--- src/rtl/led_594_refresh_ctrl.sv ---
// Refresh sequencer for a 74HC594 LED chain: snapshots leds, shifts them out MSB first, pulses RCLK.
// Optional LED_594_CLEAR_EN adds clr_n and a CLEAR state that wipes the chain after reset.
module led_594_refresh_ctrl #(
    parameter int NUM_LEDS    = 16,
    parameter int CLK_DIV     = 4,
    parameter int REFRESH_DIV = 50000
) (
    input  logic                clk,
    input  logic                resetn,
    input  logic [NUM_LEDS-1:0] leds,
    input  logic                update_req,
    output logic                slowtick,
    output logic                ser,
    output logic                srclk,
    output logic                rclk,
    output logic                busy,
    output logic                done
`ifdef LED_594_CLEAR_EN
    ,
    output logic                clr_n
`endif
);

    localparam int DW = $clog2(CLK_DIV + 1);
    localparam int BW = $clog2(NUM_LEDS + 1);
    localparam int TW = $clog2(REFRESH_DIV + 1);

    typedef enum logic [2:0] {
        ST_IDLE,
        ST_SETUP,
        ST_CLK_HI,
        ST_LATCH
`ifdef LED_594_CLEAR_EN
        ,
        ST_CLEAR
`endif
    } state_t;

`ifdef LED_594_CLEAR_EN
    localparam state_t RESET_STATE = ST_CLEAR;
`else
    localparam state_t RESET_STATE = ST_IDLE;
`endif

    state_t              state_q, state_d;
    logic [DW-1:0]       div_cnt_q, div_cnt_d;
    logic [BW-1:0]       bit_cnt_q, bit_cnt_d;
    logic [TW-1:0]       timer_q, timer_d;
    logic [NUM_LEDS-1:0] shreg_q, shreg_d;
    logic                pending_q, pending_d;
    logic                ser_q, ser_d;
    logic                done_q, done_d;

    logic                tick;
    logic                div_end;
    logic [NUM_LEDS-1:0] shreg_shifted;

    assign tick          = (timer_q == TW'(REFRESH_DIV - 1));
    assign div_end       = (div_cnt_q == DW'(CLK_DIV - 1));
    assign shreg_shifted = shreg_q << 1;

    always_comb begin
        state_d   = state_q;
        div_cnt_d = div_end ? '0 : div_cnt_q + DW'(1);
        bit_cnt_d = bit_cnt_q;
        shreg_d   = shreg_q;
        ser_d     = ser_q;
        done_d    = 1'b0;
        pending_d = pending_q | tick | update_req;
        timer_d   = tick ? '0 : timer_q + TW'(1);

        case (state_q)
            ST_IDLE: begin
                div_cnt_d = '0;
                if (pending_q) begin
                    shreg_d   = leds;
                    bit_cnt_d = BW'(NUM_LEDS - 1);
                    ser_d     = leds[NUM_LEDS-1];
                    // A request arriving in the capture cycle still earns another frame.
                    pending_d = tick | update_req;
                    state_d   = ST_SETUP;
                end
            end
            ST_SETUP: begin
                if (div_end) begin
                    state_d = ST_CLK_HI;
                end
            end
            ST_CLK_HI: begin
                if (div_end) begin
                    if (bit_cnt_q == '0) begin
                        state_d = ST_LATCH;
                    end else begin
                        shreg_d   = shreg_shifted;
                        ser_d     = shreg_shifted[NUM_LEDS-1];
                        bit_cnt_d = bit_cnt_q - BW'(1);
                        state_d   = ST_SETUP;
                    end
                end
            end
            ST_LATCH: begin
                if (div_end) begin
                    done_d  = 1'b1;
                    state_d = ST_IDLE;
                end
            end
`ifdef LED_594_CLEAR_EN
            ST_CLEAR: begin
                if (div_end) begin
                    state_d = ST_IDLE;
                end
            end
`endif
            default: begin
                state_d = ST_IDLE;
            end
        endcase
    end

    always_ff @(posedge clk) begin
        if (!resetn) begin
            state_q   <= RESET_STATE;
            div_cnt_q <= '0;
            bit_cnt_q <= '0;
            timer_q   <= '0;
            shreg_q   <= '0;
            pending_q <= 1'b0;
            ser_q     <= 1'b0;
            done_q    <= 1'b0;
        end else begin
            state_q   <= state_d;
            div_cnt_q <= div_cnt_d;
            bit_cnt_q <= bit_cnt_d;
            timer_q   <= timer_d;
            shreg_q   <= shreg_d;
            pending_q <= pending_d;
            ser_q     <= ser_d;
            done_q    <= done_d;
        end
    end

    always_comb begin
        srclk = (state_q == ST_CLK_HI);
        rclk  = (state_q == ST_LATCH);
`ifdef LED_594_CLEAR_EN
        // CLEAR is the reset state, so busy and clr_n are gated by resetn while it is held.
        busy  = (state_q != ST_IDLE) && resetn;
        clr_n = resetn && (state_q != ST_CLEAR);
`else
        busy  = (state_q != ST_IDLE);
`endif
    end

    assign slowtick = tick;
    assign ser      = ser_q;
    assign done     = done_q;

endmodule
--- config.mk ---
export PLATFORM = sky130hd
export DESIGN_NAME = led_594_refresh_ctrl
export DESIGN_NICKNAME = d
export VERILOG_FILES = /design/src/rtl/led_594_refresh_ctrl.sv
export SDC_FILE = /design/constraint.sdc
export NUM_CORES = 1
export LEC_CHECK = 0
export ABC_CLOCK_PERIOD_IN_PS = 2500
export CORE_MARGIN = 4
export CORE_UTILIZATION = 54
export DETAILED_ROUTE_END_ITERATION = 7
export PLACE_DENSITY_LB_ADDON = 0.25
export SETUP_SLACK_MARGIN = 0.4
export SLEW_MARGIN = 10
export SYNTH_ARGS = -nofsm -noshare
export SYNTH_HDL_FRONTEND = slang
export SYNTH_SLANG_ARGS = --single-unit
--- constraint.sdc ---
create_clock -name clk -period 2.5 [get_ports clk]
set_input_delay 0.375 -clock clk [delete_from_list [all_inputs] [get_ports clk]]
set_output_delay 0.375 -clock clk [all_outputs]
set_load 0.005 [all_outputs]
# --- After elaboration in Yosys (flattened, before gate mapping) ---
# Cells that the tools add are included.
word_totals:
  n_memories: 0
  ff_bits: 45
  latch_bits: 0
  mem_bits_ro: 0
  in_bits: 19
  word_cells: 55
  out_inout_bits: 6
  ramBits: 0
op_classes:
  n_mux: 21
  eq_ne: 10
  add_sub_neg: 3
  div_mod_pow: 0
  shifts: 0
  order_cmp: 0
  reduce_logical: 9
  bitwise: 4
  n_mul: 0
op_table:
  columns: ["op", "count"]
  rows:
  - ["two-way mux 15 bit", 3]
  - ["case mux 15 bit (2 select lines)", 1]
  - ["adder 16 x 1 -> 16 bit (second input constant)", 1]
  - ["== test 16 bit (second input constant)", 1]
  - ["two-way mux 5 bit", 3]
  - ["two-way mux 3 bit", 4]
  - ["case mux 3 bit (4 select lines)", 1]
  - ["case mux 5 bit (2 select lines)", 1]
  - ["== test 3 x 2 -> 1 bit (second input constant)", 3]
  - ["AND reduction 4 bit", 2]
  - ["two-way mux 1 bit", 6]
  - ["inequality test 2 bit (second input constant)", 3]
  - ["zero test 5 bit", 1]
  - ["subtractor 5 x 1 -> 5 bit (second input constant)", 1]
  - ["inequality test 2 x 1 -> 1 bit (second input constant)", 2]
  - ["adder 3 x 1 -> 3 bit (second input constant)", 1]
  - ["== test 3 x 1 -> 1 bit (second input constant)", 1]
  - ["zero test 3 bit", 1]
  - ["bitwise OR 1 bit", 3]
  - ["nonzero test 3 bit", 1]
  - ["OR reduction 3 bit", 1]
  - ["two-way mux 2 bit", 1]
  - ["case mux 1 bit (2 select lines)", 1]
  - ["AND reduction 2 bit", 1]
  - ["3 further kinds", 3]

# --- Logic depth before layout (Yosys ltp) ---
# Gate-level depths: netlist (run 1).
logic_depth:
  word_depth: 5
  mapped_depth: 7
  mapped_depth_nobuf: 6

# --- Worst setup path after synthesis (run 1) ---
# No wires, ideal clock.
synth_path:
  path_type: "register -> output"
  startpoint: "register timer_q[13]"
  endpoint: "output port slowtick"
  arrival_time_ns: 1.452
  required_ns: 2.125
  path_buffers: 0
  slack_ns: 0.673
  path_stages_with_launch: 4
  cell_sequence: "dfxtp_1 -> or4_1 -> or4_4 -> inv_1"
synth_between:
  elab_chain_cells: 1
synth_rtl:
  columns: ["element", "line", "source"]
  rows:
  - ["from (decl)", "48", "logic [TW-1:0] timer_q, timer_d;"]
  - ["from (signal assigned)", "134", "timer_q <= timer_d;"]
  - ["== test 16 bit", "58", "assign tick = (timer_q == TW'(REFRESH_DIV - 1));"]
  - ["to (decl)", "12", "output logic slowtick,"]
# No other way between the ends.

# --- Worst setup path in the final report (run 1) ---
layout_path:
  startpoint: "register timer_q[10]"
  endpoint: "output port slowtick"
# The elaborated chain is that of the path after synthesis.

==> flow_metrics.py, run 1 <==
metrics = {
    "run_status": {
        "status": "complete, no violations",
    },
    "worst_hold_path": {
        "holdCritPathClass": "flip-flop to flip-flop",
    },
    "place": {
        "port_buffers": 24,
        "place.gp.congestion": 0.7538,
        "dp_hpwl_mm": 2.398,
    },
    "setup_path": {
        "crit_top_cell": "or4_4",
        "cp_slowest_stage_delay_ps": 530,
        "startpoint_type": "flip-flop",
        "cp.arrival_ps": 1910,
        "cpMaxStageDelayCell": "or4_4",
        "critical_path_class": "flip-flop to output port",
        "end_kind": "output port",
        "cp_top_family": "simple AND/OR/NAND/NOR gates",
        "crit_fanout": 4,
        "cp_cell_sequence": "or4_4 > or4_4 > inv_2 > buf_6",
        "worstPathRequired_ps": 2120,
        "cp_num_buf_inv": 2,
    },
    "route": {
        "ant_nets": 0,
        "wire_per_inst_um": 12.55,
        "viasPerCell": 5.416,
        "drt-total-wl_mm": 3.588,
        "drt_pass1_iterations": 4,
        "drcViolationCount": 0,
        "vias": 1549,
        "drt_iter0_drc": 56,
    },
    "cts": {
        "cts_tree": "yes",
        "clock_sinks": 44,
        "cts_root_buf": "clkbuf_4",
        "worst_skew_pair.late_latency_ps": 350,
        "cts_htree_levels": 2,
        "cts_buffer_depth": 2,
        "holdBufCountCts": 0,
        "clkSlewWorstSetupHoldPaths_ps": 120,
        "cts_buffers": 5,
    },
    "timing": {
        "max_slew.worst_pin.slew_ps": 685.6,
        "rsz0062_at_grt": "true",
        "hold-worst-slack_ps": 427.8,
        "slew_headroom_pct": 54.24,
        "setup_viol": 0,
        "hold_violations": 0,
        "skew_ps": 14.79,
        "slew_viol_final": 0,
        "tns_ps": 0,
        "fmax_mhz": 437.4,
        "finalCriticalPeriod_ps": 2286,
        "period_share_pct": 91.45,
    },
    "synth": {
        "syn_nets": 237,
        "avgSynthCellArea_um2": 9.115,
        "ys_ff_latch": 44,
        "synthCells": 214,
        "netlist_area_mm2": 0.001951,
        "post_synth_num_cell_types": 35,
        "ys_seq_area_share_pct": 45.16,
        "yosysWarnings": 0,
    },
    "floorplan": {
        "die_w_um": 68.10,
        "fp.dieH_um": 68.10,
        "rows": 21,
        "pin_count": 25,
        "start_util_pct": 57.11,
        "coreArea_mm2": 0.003416,
        "die_area_mm2": 0.004638,
    },
    "power_and_ir_drop": {
        "powerDensity_mw_per_mm2": 531.1,
        "p_leak_nw": 0.7721,
        "ir_worst_vdd_uv": 294.7,
    },
    "run": {
        "max_cap_viol_count": 0,
    },
    "layout": {
        "diodes": 0,
        "drive_gt1_share_pct": 10.42,
        "area_growth_syn_to_layout_pct": 18.47,
        "fill_cells": 298,
        "final_nets": 263,
    },
    "global_routing": {
        "antenna_found_initial": 0,
        "grt_pass1_vias": 1335,
        "grt_pass1_wl_mm": 5.934,
        "grt_max_degree": 37,
        "grt-ovfl-total": 0,
        "track_usage_pct": 17.09,
    },
}
-- area by class of cell --
cell class | count | area [um^2] | share of cell area, %
Clock buffer | 6 | 41.29 | 1.787
Clock inverter | 1 | 5.005 | 0.2166
Inverter | 10 | 37.54 | 1.624
Multi-Input combinational cell | 150 | 997.2 | 43.15
Sequential cell | 44 | 885.9 | 38.33
Tap cell | 46 | 57.56 | 2.491
Timing Repair Buffer | 29 | 286.5 | 12.40
-- cells by family after synthesis --
logic type      share of synthesized area, %
simple gates                           21.81
mux                                    8.210
flops                                  45.16
compound gates                         11.80
fa+ha+maj                              2.566
xor+xnor                               5.837
buf+inv                                4.618
-- report_power, final --
group | total [W] | switching, W | internal (W)
Clock | 0.000317 | 0.000213 | 0.000104
Combinational | 0.000147 | 0.0000694 | 0.0000781
Sequential | 0.000763 | 0.0000264 | 0.000737
-- metrics by stage --
stage / area (um^2) / utilization, % / total power (W) / instances / worst slack [ps]
after CTS: 2288 / 67.00 / 0.001234 / 286 / 225.4
after global placement: 2222 / 65.05 / 0.0009207 / 276 / 170.8
after global routing: 2311 / 67.66 / 0.001283 / 286 / 177.2
after floorplan: 1951 / - / 0.0008683 / 214 / 672.6
final: 2311 / 67.66 / 0.001227 / 286 / 213.8
after detailed placement: 2222 / 65.05 / 0.0009244 / 276 / 165.3
-- Yosys cell counts --
cell | n | share of area [%]
a311oi_2 | 1 | 0.77
o31ai_1 | 1 | 0.39
and3_1 | 3 | 0.96
nor3_1 | 6 | 1.5
buf_8 | 1 | 0.77
inv_1 | 10 | 1.9
nand2b_1 | 3 | 0.96
nor4_1 | 2 | 0.64
buf_2 | 3 | 0.77
mux2i_1 | 16 | 8.2
o21a_1 | 1 | 0.39
clkbuf_1 | 4 | 0.77
or4_1 | 2 | 0.77
nor2b_1 | 2 | 0.64
dfxtp_1 | 44 | 45
buf_1 | 2 | 0.39
nand2_4 | 1 | 0.58
or4b_1 | 1 | 0.51
and2_0 | 1 | 0.32
ha_1 | 4 | 2.6
a21oi_1 | 8 | 2.1
or4_4 | 1 | 0.58
a211oi_1 | 19 | 7.3
xor2_1 | 3 | 1.3
and2_1 | 1 | 0.32
nor3b_1 | 2 | 0.77
or2_2 | 2 | 0.64
nand4_2 | 1 | 0.64
nand4_1 | 3 | 0.96
nand3b_1 | 1 | 0.39
nand3_1 | 6 | 1.5
nor2_1 | 39 | 7.5
xnor2_1 | 10 | 4.5
a311oi_1 | 2 | 0.90
nand2_1 | 8 | 1.5
-- per-layer routing --
metal  track usage [%]  vias up  part of all wire [%]
met2             25.15       26                    44
met1             23.15      723                    50
met3             4.433        4                   4.3
met4             8.189        0                   1.5
met5                 0        -                     0
li1                  -      796                     -
-- path summary, 6_finish.rpt --
check | from | endpoint | slack [ps] | cells past startpoint
setup / recovery | timer_q[10] | slowtick | 210 | 4
hold / removal | div_cnt_q[0] | div_cnt_q[0] | 430 | 1
setup reg to reg | timer_q[10] | timer_q[6] | 570 | 5
hold reg to reg | div_cnt_q[0] | div_cnt_q[0] | 430 | 1
-- cells in the final DEF, fill, tap and decap left out, types with 4 or more instances in the layout --
cell,count
xnor2_1,10
clkdlybuf4s50_1,23
nand2_1,8
mux2i_1,16
nand3_1,6
dfxtp_1,40
dfxtp_2,4
nor2_1,39
nor3_1,6
clkbuf_4,5
a211oi_1,19
buf_4,4
inv_1,9
a21oi_1,8
-- registers in the layout (all words and copies together), names as in the netlist --
| signal | count |
|---|---|
| ser | 1 |
| div_cnt_q | 3 |
| done | 1 |
| shreg_q | 15 |
| timer_q | 16 |
| state_q | 2 |
| pending_q | 1 |
| bit_cnt_q | 5 |
-- timing repair --
| item | CTS | global route |
|---|---|---|
| gates resized for setup | 7 | 7 |
| pin swaps | 2 | 2 |
| setup buffers | 3 | 0 |
| endpoints found under the setup margin | 1 | 16 |
Power figures use the tool's default switching activity.
==> run 2, diff against run 1 <==
- CORE_MARGIN: 4 -> 3
==> flow_metrics.py, run 2 (synthesized netlist as in run 1, its figures left out) <==
metrics = {
    "layout": {
        "reg_top3": "timer_q (16), shreg_q (15), bit_cnt_q (5)",
        "diodes": 0,
        "max_flop_register": "timer_q",
        "area_growth_syn_to_layout_pct": 20.53,
        "drive_gt1_share_pct": 12.70,
        "utilization_pct": 68.83,
        "fill_cells": 294,
        "final_nets": 266,
        "largest_register_ffs": 16,
        "layout_common_cells": "nor2_1, dfxtp_1, clkdlybuf4s50_1, a211oi_1, mux2i_1",
        "final_common_cell": "nor2_1",
    },
    "place": {
        "pre_cts_slack_ps": 150.3,
        "place.gp.congestion": 0.7957,
        "port_buffers": 24,
        "dp_hpwl_mm": 2.359,
    },
    "setup_path": {
        "r2r-end": "bit_cnt_q[2]",
        "reg2reg_slack_ps": 580,
        "crit_fanout": 4,
        "startpoint_type": "flip-flop",
        "reg2regPathDepth": 7,
        "end_kind": "output port",
        "cp.arrival_ps": 1880,
        "worstPathRequired_ps": 2120,
        "r2r_start": "bit_cnt_q[0]",
        "critical_path_class": "flip-flop to output port",
    },
    "cts": {
        "clkSlewWorstSetupHoldPaths_ps": 120,
        "cts_root_buf": "clkbuf_4",
        "cts_tree": "yes",
        "cts_buffer_depth": 2,
        "holdBufCountCts": 0,
        "cts_htree_levels": 2,
        "clock_sinks": 44,
        "cts_buffers": 5,
        "worst_skew_pair.late_latency_ps": 350,
    },
    "global_routing": {
        "grt-ovfl-total": 0,
        "grt_pass1_wl_mm": 6.085,
        "track_usage_pct": 17.87,
        "grt_pass1_vias": 1406,
        "antenna_found_initial": 0,
        "grt_max_degree": 37,
    },
    "timing": {
        "slew_headroom_pct": 53.89,
        "slew_viol_final": 0,
        "max_slew.worst_pin.slew_ps": 690.9,
        "finalCriticalPeriod_ps": 2256,
        "setup_viol": 0,
        "rsz0062_at_grt": "true",
        "period_share_pct": 90.26,
        "fmax_mhz": 443.2,
        "skew_ps": 6.242,
        "hold_violations": 0,
        "tns_ps": 0,
        "setup_ws_ps": 243.6,
        "hold-worst-slack_ps": 428.3,
    },
    "worst_hold_path": {
        "hold_end": "div_cnt_q[0]",
        "holdCritPathClass": "flip-flop to flip-flop",
        "holdPathStages": 1,
        "hold_start": "div_cnt_q[0]",
    },
    "power_and_ir_drop": {
        "ir_worst_vdd_uv": 320.3,
        "power_w": 0.001265,
        "p_leak_nw": 0.7919,
        "powerDensity_mw_per_mm2": 537.9,
    },
    "run_status": {
        "status": "complete, no violations",
    },
    "floorplan": {
        "die_w_um": 66.10,
        "die_area_mm2": 0.004369,
        "fp.dieH_um": 66.10,
        "rows": 21,
        "coreArea_mm2": 0.003416,
        "pin_count": 25,
        "start_util_pct": 57.11,
    },
    "route": {
        "drt_iter0_drc": 66,
        "viasPerCell": 5.328,
        "vias": 1545,
        "ant_nets": 0,
        "wire_per_inst_um": 12.35,
        "drt-total-wl_mm": 3.581,
        "drt_pass1_iterations": 4,
        "drcViolationCount": 0,
    },
    "run": {
        "max_cap_viol_count": 0,
    },
}
[run 2: cell types whose count changed in the layout (fill, tap and decap cells not counted), sizes merged]
| cell | before | now |
|---|---|---|
| buf | 6 | 9 |
| clkbuf | 6 | 7 |
| clkinv | 1 | 0 |
| clkinvlp | 0 | 1 |
[run 2: where the power goes]
group / internal [W] / switching [W]
combinational: 0.0000772 / 0.0000699
sequential: 0.000736 / 0.0000259
clock: 0.000138 / 0.000218
[run 2: repair_timing]
action                                  in CTS  in global routing
gates resized for setup                      9                  7
endpoints found under the setup margin       1                 17
pin swaps                                    2                  1
gates cloned                                 0                  0
buffers inserted                             3                  3
[run 2: how the worst max path moves through the flow]
stage	from	end	slack (ps)	cells past startpoint
floorplan	timer_q[13]	slowtick	670	3
global placement	timer_q[13]	slowtick	170	4
detailed placement	timer_q[13]	slowtick	150	4
CTS	timer_q[4]	slowtick	210	4
global route	timer_q[10]	slowtick	190	4
finish	timer_q[10]	slowtick	240	4
[run 2: area by class of cell]
cell class / instances / area [um^2] / area share [%]
multi-input cells: 150 / 997.2 / 42.42
flip-flops and latches: 44 / 890.9 / 37.89
clock buffers: 7 / 55.05 / 2.342
inverters: 10 / 37.54 / 1.597
well taps: 46 / 57.56 / 2.448
repair buffers: 32 / 305.3 / 12.99
clock inverters: 1 / 7.507 / 0.3193
[run 2: worst max-delay path, cell delays in order, from the launching register on]
cell and delay, ps:
dfxtp_2 360, or4_4 500, or4_4 530, inv_2 70, buf_6 80
[run 2: per-stage QoR]
step                      cell area [um^2]  instances
after floorplan                       1951        214
after detailed placement              2222        276
after CTS                             2308        287
after global routing                  2351        290
final                                 2351        290
after global placement                2222        276
[run 2: layer usage]
metal | vias to the layer above | part of all wire, % | GRT usage, %
met5 | - | 0 | 0
met4 | 0 | 2.2 | 9.391
met3 | 9 | 3.5 | 4.082
met2 | 25 | 45 | 27.01
met1 | 703 | 50 | 23.57
li1 | 808 | - | -
